**src/rtl/keysearch_scheduler.sv**
```systemverilog
// -----------------------------------------------------------------------------
// keysearch_scheduler
//
// Hands out contiguous chunks of the RC4 key space to NUM_CORES arcfour cores
// and stops the whole array on the first successful decryption.
//
// Ports
//   clk           in   clock; every register updates on its rising edge
//   reset         in   asynchronous, active-high; clears all state
//   start         in   one-cycle pulse that begins a fresh search
//   core_start    out  one-cycle launch pulse per core
//   core_base     out  per-core chunk base key, held until that core's next launch
//   core_abort    out  level; sends every core back to idle
//   core_done     in   per-core pulse: chunk exhausted with no hit
//   core_hit      in   per-core pulse: decryption succeeded
//   core_hit_key  in   per-core key that succeeded, valid with core_hit
//   busy          out  high while chunks are in flight (RUN / DRAIN)
//   found         out  high once a winning key has been captured
//   exhausted     out  high once the whole key space was searched with no hit
//   found_key     out  captured winning key
//   found_core    out  index of the winning core
//
// Build option
//   KEYSEARCH_RR_EN  when defined, dispatch and hit arbitration rotate through
//                    the cores with a round-robin pointer. When undefined both
//                    use fixed priority, lowest core index first.
// -----------------------------------------------------------------------------
module keysearch_scheduler #(
   parameter  int NUM_CORES = 4,
   parameter  int KEY_BITS  = 22,
   parameter  int CHUNK_LOG = 16,
   localparam int IDXW      = (NUM_CORES > 1) ? $clog2(NUM_CORES) : 1
) (
   input  logic                          clk,
   input  logic                          reset,
   input  logic                          start,
   output logic [NUM_CORES-1:0]          core_start,
   output logic [NUM_CORES*KEY_BITS-1:0] core_base,
   output logic                          core_abort,
   input  logic [NUM_CORES-1:0]          core_done,
   input  logic [NUM_CORES-1:0]          core_hit,
   input  logic [NUM_CORES*KEY_BITS-1:0] core_hit_key,
   output logic                          busy,
   output logic                          found,
   output logic                          exhausted,
   output logic [KEY_BITS-1:0]           found_key,
   output logic [IDXW-1:0]               found_core
);

   // One extra bit so the counter can hold NUM_CHUNKS itself without wrapping.
   localparam int CW = KEY_BITS - CHUNK_LOG + 1;
   localparam logic [CW-1:0] LAST_CHUNK = CW'(1) << (KEY_BITS - CHUNK_LOG);

   typedef enum logic [2:0] {
      S_IDLE,
      S_RUN,
      S_DRAIN,
      S_FOUND,
      S_EXHAUSTED
   } state_t;

   state_t                        state_q, state_d;
   logic [CW-1:0]                 chunk_q, chunk_d;
   logic [NUM_CORES-1:0]          active_q, active_d;   // 1 = core owns a chunk
   logic [NUM_CORES-1:0]          start_q, start_d;
   logic [NUM_CORES*KEY_BITS-1:0] base_q, base_d;
   logic                          abort_q, abort_d;
   logic                          busy_q, busy_d;
   logic                          found_q, found_d;
   logic                          exh_q, exh_d;
   logic [KEY_BITS-1:0]           fkey_q, fkey_d;
   logic [IDXW-1:0]               fcore_q, fcore_d;

   logic [IDXW-1:0]               ptr;
   logic [NUM_CORES-1:0]          done_ok, hit_ok, eligible;
   logic [IDXW:0]                 hit_pick, disp_pick;
   logic [KEY_BITS-1:0]           base_val;

   // First set bit of vec at or after ptr, wrapping. Returns {any, index}.
   function automatic logic [IDXW:0] pick_first(input logic [NUM_CORES-1:0] vec,
                                                input logic [IDXW-1:0]      p);
      logic [IDXW:0]   r;
      logic [IDXW-1:0] jj;
      int              j;
      r = '0;
      // Walk from the far end so the closest match to p is written last.
      for (int i = NUM_CORES - 1; i >= 0; i--) begin
         j = int'(p) + i;
         if (j >= NUM_CORES) j = j - NUM_CORES;
         jj = IDXW'(j);
         if (vec[jj]) r = {1'b1, jj};
      end
      return r;
   endfunction

`ifdef KEYSEARCH_RR_EN
   logic [IDXW-1:0] rr_q, rr_d;

   function automatic logic [IDXW-1:0] next_idx(input logic [IDXW-1:0] i);
      if (int'(i) == NUM_CORES - 1) return '0;
      return i + 1'b1;
   endfunction

   assign ptr = rr_q;
`else
   assign ptr = '0;
`endif

   // Pulses from cores that do not own a chunk are stale and ignored.
   assign done_ok   = core_done & active_q;
   assign hit_ok    = core_hit & active_q;
   assign eligible  = ~active_q | done_ok;
   assign hit_pick  = pick_first(hit_ok, ptr);
   assign disp_pick = pick_first(eligible, ptr);
   assign base_val  = KEY_BITS'(chunk_q) << CHUNK_LOG;

   always_comb begin
      state_d  = state_q;
      chunk_d  = chunk_q;
      active_d = active_q;
      start_d  = '0;
      base_d   = base_q;
      fkey_d   = fkey_q;
      fcore_d  = fcore_q;
`ifdef KEYSEARCH_RR_EN
      rr_d     = rr_q;
`endif

      case (state_q)
         S_IDLE, S_FOUND, S_EXHAUSTED: begin
            if (start) begin
               state_d  = S_RUN;
               chunk_d  = '0;
               active_d = '0;
               fkey_d   = '0;
               fcore_d  = '0;
`ifdef KEYSEARCH_RR_EN
               rr_d     = '0;
`endif
            end
         end

         S_RUN, S_DRAIN: begin
            active_d = active_q & ~done_ok;
            if (hit_pick[IDXW]) begin
               // A hit overrides any dispatch decision in the same cycle.
               state_d = S_FOUND;
               fcore_d = hit_pick[IDXW-1:0];
               fkey_d  = core_hit_key[hit_pick[IDXW-1:0]*KEY_BITS +: KEY_BITS];
            end else if (state_q == S_RUN) begin
               if (disp_pick[IDXW] && (chunk_q != LAST_CHUNK)) begin
                  start_d[disp_pick[IDXW-1:0]]                       = 1'b1;
                  base_d[disp_pick[IDXW-1:0]*KEY_BITS +: KEY_BITS]   = base_val;
                  active_d[disp_pick[IDXW-1:0]]                      = 1'b1;
                  chunk_d                                            = chunk_q + 1'b1;
`ifdef KEYSEARCH_RR_EN
                  rr_d = next_idx(disp_pick[IDXW-1:0]);
`endif
                  if (chunk_q + 1'b1 == LAST_CHUNK) state_d = S_DRAIN;
               end
            end else if (active_d == '0) begin
               state_d = S_EXHAUSTED;
            end
         end

         default: state_d = S_IDLE;
      endcase

      // Status outputs are registered copies of the state being entered.
      busy_d  = (state_d == S_RUN) || (state_d == S_DRAIN);
      found_d = (state_d == S_FOUND);
      abort_d = (state_d == S_FOUND);
      exh_d   = (state_d == S_EXHAUSTED);
   end

   always_ff @(posedge clk or posedge reset) begin
      if (reset) begin
         state_q  <= S_IDLE;
         chunk_q  <= '0;
         active_q <= '0;
         start_q  <= '0;
         base_q   <= '0;
         abort_q  <= 1'b0;
         busy_q   <= 1'b0;
         found_q  <= 1'b0;
         exh_q    <= 1'b0;
         fkey_q   <= '0;
         fcore_q  <= '0;
      end else begin
         state_q  <= state_d;
         chunk_q  <= chunk_d;
         active_q <= active_d;
         start_q  <= start_d;
         base_q   <= base_d;
         abort_q  <= abort_d;
         busy_q   <= busy_d;
         found_q  <= found_d;
         exh_q    <= exh_d;
         fkey_q   <= fkey_d;
         fcore_q  <= fcore_d;
      end
   end

`ifdef KEYSEARCH_RR_EN
   always_ff @(posedge clk or posedge reset) begin
      if (reset) rr_q <= '0;
      else       rr_q <= rr_d;
   end
`endif

   assign core_start = start_q;
   assign core_base  = base_q;
   assign core_abort = abort_q;
   assign busy       = busy_q;
   assign found      = found_q;
   assign exhausted  = exh_q;
   assign found_key  = fkey_q;
   assign found_core = fcore_q;

endmodule

```
**config.mk**
```make
export PLATFORM = sky130hd
export DESIGN_NAME = keysearch_scheduler
export DESIGN_NICKNAME = d
export VERILOG_FILES = /design/src/rtl/keysearch_scheduler.sv
export SDC_FILE = /design/constraint.sdc
export NUM_CORES = 1
export LEC_CHECK = 0
export ABC_CLOCK_PERIOD_IN_PS = 6410
export CELL_PAD_IN_SITES_DETAIL_PLACEMENT = 1
export CELL_PAD_IN_SITES_GLOBAL_PLACEMENT = 1
export CORE_ASPECT_RATIO = 1.25
export CORE_MARGIN = 2
export CORE_UTILIZATION = 40
export CTS_CLUSTER_SIZE = 24
export DETAILED_ROUTE_END_ITERATION = 10
export DONT_BUFFER_PORTS = 1
export GPL_ROUTABILITY_DRIVEN = 0
export MAX_ROUTING_LAYER = met4
export PLACE_DENSITY = 0.64
export SETUP_SLACK_MARGIN = 0.5
export SYNTH_ARGS = -nofsm -noshare
export SYNTH_HDL_FRONTEND = slang
export SYNTH_SLANG_ARGS = --single-unit
```
**constraint.sdc**
```tcl
create_clock -name clk -period 6.41 [get_ports clk]
set_clock_uncertainty 0.05 [all_clocks]
set_input_delay 0 -clock clk [delete_from_list [all_inputs] [get_ports clk]]
set_output_delay 0 -clock clk [all_outputs]
set_load 0.01 [all_outputs]
```
==> summary.md, run 1 <==
| Metric | Value |
|---|---|
| Total power | `approximately 2.7 mW` |
| Vias per cell | `5.64` |
| Global-route met2 utilization | `between 30 and 40%` |
| Sw power | `just over 0.9 mW` |
| GR peak layer | `met2` |
| Core area | `14300 um^2` |
| CTS resizes | `0` |
| Logic pwr share | `22.3%` |
| # rows | `a little under 50` |
| Via count | `4017` |
| Wire length per cell | `about 22 um` |
| Total CTS buffers | `17` |
| Synthesized Nets | `585` |
| Run status | `finished clean` |
| Fin. max-slew vios | `0` |
| Setup Crit Path Kind | `register to register` |
| Initial Utilization | `roughly 41%` |
| Die height | `~140 um` |
| Pwr dens | `388 nW/um^2` |
| DRT Pass-1 Iters | `4` |
| Antenna cells | `0` |
| Antenna violations before repair | `0` |
| Share of layout cells above drive strength 1 | `roughly an eighth` |
| First-pass GRT wire length | `around 25000 um` |
| Setup violations, final | `0` |
| CTS max path bufs | `2` |
| Clock sinks | `roughly 130` |
| Commonest cells after routing, fill and taps aside | `dfrtp_1, and2_1, dlygate4sd3_1, nand2_1, a22o_1` |
| RSZ-0062 raised after global routing | `no` |
| Largest net degree at the start of global routing | `a little under 80` |
| NumNets Final | `between 600 and 700` |
| CP startpoint kind | `register` |
| Post-synth top flop | `dfrtp_1` |
| Area growth, synth to finish | `21.1%` |
| Fmax | `approximately 330 MHz` |
| Synthesized area | `approximately 5800 um^2` |
| Worst Hold Class | `primary input to register` |
| Die W | `roughly 110 um` |
| Worst-path fanout max | `25` |
| Hpwl dp | `between 10000 and 15000 um` |
| Remaining antenna violation count | `0` |
| # IOs | `approximately 220` |
| Die area | `roughly 15000 um^2` |
| DR iter-0 viols | `181` |
| Crit share post-route | `47.8%` |
| P_int | `~1.8 mW` |
| Post-synth ARST share | `100%` |
| Met1 Usage GRT | `approximately a quarter` |
| Seq pwr share | `about two fifths` |
| Global routing usage on met3 | `6.82%` |
| CTS tree | `done` |
| Max-Cap Viols | `0` |
| Post-synthesis sequential area ratio | `57.4%` |
| Clock-pin slew on the worst setup and hold paths | `60 ps` |
| Post-route DRC | `0` |
| Root buffer cell | `clkbuf_16` |
| Worst-case vdd ir drop | `between 200 and 250 uV` |
| CP arrival | `between 3000 and 4000 ps` |
| Final wirelength | `15600 um` |
| Critical Path Slowest Stage Cell | `dfrtp_1` |
| Number of flops mapped to enable cells by yosys | `0` |
| Netlist cell types | `54` |
| CP required | `roughly 6700 ps` |
| Final setup TNS | `0 ps` |
| Sw Ratio | `around a third` |
| Vias in the first global route | `4478` |
| Final Hold Fails | `0` |
| Worst-Skew Late Latency | `~420 ps` |
| Final Critical Period | `3060 ps` |
| CTS HTree Levels | `4` |
| Seq cells post-synth | `roughly 130` |
| Clock power share | `37.6%` |
| LEAKAGE | `between 3 and 4 nW` |
| CP max stage delay | `approximately 580 ps` |
| Top cell type's share of synthesized area | `57.4%` |
| Gr ovfl total | `0` |
| Area contributors post-synth | `dfrtp_1, mux4_2, and2_1` |
| Setup crit end kind | `register` |
| Largest area contributor in the synthesized netlist | `dfrtp_1` |
| Crit-path cells | `inv_1 > ha_1 > and4bb_2 > a21boi_2 > and3_1 > nand2_1 > nor3_2 > a22o_1` |
| Total track usage | `21.6%` |
| Cells after synthesis | `480` |
| Ys Warns | `0` |
| Slew headroom | `about a fifth` |
| Most common cell after layout, fill and taps aside | `dfrtp_1` |
| IO buf count | `0` |
| Least-Margin Pin Slew | `1200 ps` |
| Average size of a mapped cell | `between 10 and 15 um^2` |
area by class of cell:
type | count | area [um^2]
fillers | 1476 | 7260
well taps | 178 | 223
inverters | 12 | 50.0
flip-flops and latches | 133 | 3330
clock inverters | 14 | 189
clock buffers | 18 | 429
multi-input cells | 304 | 2280
repair buffers | 53 | 526
critical path, delay by kind of cell, from the launching register on:
kind	cells	cell delay, ps
fa+ha+maj	1	220
compound gates	2	410
simple gates	4	1600
flops	1	580
buf+inv	1	140
final timing paths:
check / slack (ps) / to / from / cells after the start
worst min register to register: 500 / core_base[38] / core_base[38] / 2
worst max-delay path: 3350 / core_base[21] / chunk_q[0] / 8
max in group asynchronous: 4850 / core_base[63] / reset / 3
worst min-delay path: 0.05 / active_q[2] / start / 3
min in group asynchronous: 70 / core_base[76] / reset / 2
worst max register to register: 3350 / core_base[21] / chunk_q[0] / 8
sequential cells by signal (all words and copies together), names as in the netlist:
signal,flops
active_q,4
busy,1
chunk_q,7
core_base,88
core_start,4
exhausted,1
found,1
found_core,2
found_key,22
state_q,3
synthesized netlist by cell type (2+ instances only):
library cell / n
and4bb_2: 3
nand3b_1: 2
o21ai_0: 29
nor2_1: 19
a2bb2oi_1: 2
inv_1: 11
buf_6: 2
o21ai_1: 2
dfrtp_1: 133
nand3_1: 8
mux4_2: 22
nor4_1: 2
nand2b_1: 3
nor2b_1: 4
mux2i_1: 2
xor2_1: 3
clkbuf_1: 18
a22oi_1: 2
buf_4: 4
nand4_1: 3
buf_2: 5
ha_1: 6
nor3_1: 3
o31ai_1: 7
a21oi_1: 7
and2_1: 64
and3_1: 3
nand2_1: 48
or3_1: 3
clkbuf_2: 2
mux2_2: 2
nor3b_1: 2
a22o_1: 33
layer usage:
layer / routed length, um / vias to the layer above / part of all wire [%]
met2: 8110 / 175 / 52
met3: 1190 / 21 / 7.6
met5: 0 / - / 0
li1: - / 1769 / -
met1: 6000 / 2052 / 39
met4: 281 / 0 / 1.8
through the flow:
stage / util [%] / hold slack [ps] / worst slack, ps / instance area (um^2) / instances
after detailed placement: 41.2 / -96.6 / 3290 / 5890 / 629
after CTS: 49.1 / 3.01 / 3280 / 7020 / 712
after global placement: 41.2 / -106 / 3450 / 5890 / 629
final: 49.1 / 0.0510 / 3350 / 7020 / 712
after floorplan: - / 176 / 2810 / 5800 / 480
after global routing: 49.1 / 45.3 / 2990 / 7020 / 712
power by group through the flow:
| stage | Sequential [mW] | Combinational, mW | Clock [mW] |
|---|---|---|---|
| after global routing | 1.10 | 0.679 | 1.08 |
| final | 1.09 | 0.608 | 1.02 |
| after detailed placement | 1.10 | 0.564 | 0 |
| after global placement | 1.10 | 0.540 | 0 |
| after floorplan | 1.03 | 0.498 | 0 |
| after CTS | 1.09 | 0.606 | 1.05 |
kinds of logic after synthesis:
logic type      synth area share [%]
simple gates                    16.4
xor+xnor                       0.605
fa+ha+maj                       1.47
buf+inv                         3.45
flops                           57.4
mux                             9.28
compound gates                  11.3
repair_timing:
action | in CTS | in global routing
endpoints found under the hold margin | 87 | 0
hold buffers | 51 | 0
setup buffers | 0 | 0
No activity file was read; power rests on OpenSTA's default activity.
==> run 2: changes to the inputs <==
--- a/config.mk
+++ b/config.mk
@@ -5,7 +5,7 @@
 export SDC_FILE = /design/constraint.sdc
 export NUM_CORES = 1
 export LEC_CHECK = 0
-export ABC_CLOCK_PERIOD_IN_PS = 6410
+export ABC_CLOCK_PERIOD_IN_PS = 2900
 export CELL_PAD_IN_SITES_DETAIL_PLACEMENT = 1
 export CELL_PAD_IN_SITES_GLOBAL_PLACEMENT = 1
 export CORE_ASPECT_RATIO = 1.25
==> constraint.sdc (replaced) <==
create_clock -name clk -period 2.9 [get_ports clk]
set_clock_uncertainty 0.05 [all_clocks]
set_input_delay 0 -clock clk [delete_from_list [all_inputs] [get_ports clk]]
set_output_delay 0 -clock clk [all_outputs]
set_load 0.01 [all_outputs]
==> summary.md, run 2 (synthesized netlist as in run 1, its figures left out) <==
| Metric | Value |
|---|---|
| IO buf count | `0` |
| Fin. max-slew vios | `0` |
| GR peak layer | `met2` |
| Crit path to | `core_base[86]` |
| Reg-to-reg endpoint | `core_base[86]` |
| Pwr dens | `~800 nW/um^2` |
| Largest net degree at the start of global routing | `roughly 70` |
| Die W | `about 110 um` |
| Core area | `between 10000 and 15000 um^2` |
| DRT Pass-1 Iters | `4` |
| Root buffer cell | `clkbuf_16` |
| Via count | `approximately 4400` |
| NumNets Final | `692` |
| CP required | `roughly 3200 ps` |
| Share of layout cells above drive strength 1 | `approximately a fifth` |
| Post-place setup slack | `between 200 and 250 ps` |
| Slew headroom | `41.3%` |
| CTS HTree Levels | `4` |
| Global routing usage on met3 | `8.30%` |
| Setup Crit Path Kind | `register to register` |
| Vias in the first global route | `about 5000` |
| Crit path from | `active_q[0]` |
| Placed cell area | `6010 um^2` |
| Remaining antenna violation count | `0` |
| Crit share post-route | `between 80% and 90%` |
| Die height | `139 um` |
| Antenna violations before repair | `3` |
| Total track usage | `around a quarter` |
| Area growth, synth to finish | `33.2%` |
| CP startpoint kind | `register` |
| Worst-Skew Late Latency | `about 420 ps` |
| # IOs | `about 220` |
| Post-route DRC | `0` |
| Final WS setup | `between 500 and 600 ps` |
| Global-route met2 utilization | `40.8%` |
| Met1 Usage GRT | `about a quarter` |
| First-pass GRT wire length | `28400 um` |
| Worst-case vdd ir drop | `450 uV` |
| Total CTS buffers | `17` |
| Wire length per cell | `between 20 and 25 um` |
| Worst Hold Class | `primary input to register` |
| Most common cell after layout, fill and taps aside | `dfrtp_1` |
| FF-to-FF path depth | `7` |
| CTS tree | `done` |
| Final core utilization | `a little over half` |
| Hpwl dp | `roughly 11000 um` |
| Hold WS | `~43 ps` |
| Final Hold Fails | `0` |
| Commonest cells after routing, fill and taps aside | `dfrtp_1, dlygate4sd3_1, and2_1, nand2_1, a22o_1` |
| Least-Margin Pin Slew | `roughly 900 ps` |
| # rows | `49` |
| Clock-pin slew on the worst setup and hold paths | `roughly 70 ps` |
| LEAKAGE | `between 3 and 4 nW` |
| Cell area after layout | `7720 um^2` |
| Final Critical Period | `~2300 ps` |
| Gr ovfl total | `0` |
| RSZ-0062 raised after global routing | `yes` |
| Final wirelength | `roughly 18000 um` |
| Max reg flops | `between 80 and 90` |
| CTS max path bufs | `2` |
| DR iter-0 viols | `~190` |
| Worst-path fanout max | `7` |
| Clock sinks | `133` |
| Setup crit end kind | `register` |
| Die area | `15500 um^2` |
| Vias per cell | `5.59` |
| Initial Utilization | `around two fifths` |
| Max-Cap Viols | `0` |
| Final setup TNS | `0 ps` |
| Run status | `finished clean` |
| Setup violations, final | `0` |
| Flop2flop setup slack | `~550 ps` |
| Fmax | `between 400 and 500 MHz` |
| RR Startpoint | `active_q[0]` |
| CP arrival | `roughly 2600 ps` |
==> run 2: cell count changes in the layout (fill, tap and decap cells not counted), moves of 3 or more <==
cell and delta:
bufinv_16 -3, buf_4 +23, or3_4 +3, dlygate4sd3_1 +43, or3_1 -3, clkinv_8 +3, inv_8 +3, diode_2 +4
==> run 2: where the power goes <==
part / total (mW) / leakage, nW / switching [mW] / internal (mW)
clock network: 2.12 / 0.291 / 0.964 / 1.16
registers: 2.39 / 1.82 / 0.315 / 2.07
logic: 1.64 / 1.38 / 0.963 / 0.678
==> run 2: what timing repair did <==
action	CTS	global route
endpoints found under the hold margin	170	0
setup endpoints to repair	41	21
pin swaps	1	2
hold buffers	94	0
resized for setup	7	19
cloned	0	0
buffers inserted	4	4
==> run 2: through the flow <==
step / cells / power [mW]
floorplan: 480 / 3.38
global placement: 644 / 3.72
detailed placement: 644 / 3.78
CTS: 774 / 6.04
global route: 782 / 6.44
finish: 782 / 6.15
==> run 2: how the worst min path moves through the flow <==
stage                       from             to  cells past startpoint
floorplan           core_done[1]    active_q[1]                      3
global placement           reset  core_base[60]                      2
detailed placement         reset  core_base[30]                      2
CTS                        start    active_q[3]                      3
global route        core_done[3]  core_base[87]                      5
finish                     start    active_q[3]                      3
==> run 2: worst max-delay path, stage by stage (launching register included) <==
cell	delay, ps
dfrtp_1	400
or2b_4	310
nor3_4	230
inv_2	80
ha_4	190
or3_4	400
or3_4	390
o31ai_2	190
==> run 2: per-layer routing <==
metal / vias to the layer above / routed length (um)
li1: 1911 / -
met1: 2244 / 6740
met2: 188 / 9530
met3: 29 / 1340
met4: 0 / 427
met5: - / 0
==> run 2: cell type report <==
| cell class | instances | area [um^2] |
|---|---|---|
| fillers | 1441 | 6570 |
| flip-flops and latches | 133 | 3330 |
| multi-input cells | 304 | 2390 |
| repair buffers | 119 | 1130 |
| clock buffers | 17 | 425 |
| well taps | 178 | 223 |
| clock inverters | 15 | 163 |
| inverters | 12 | 52.6 |
| diodes | 4 | 10.0 |
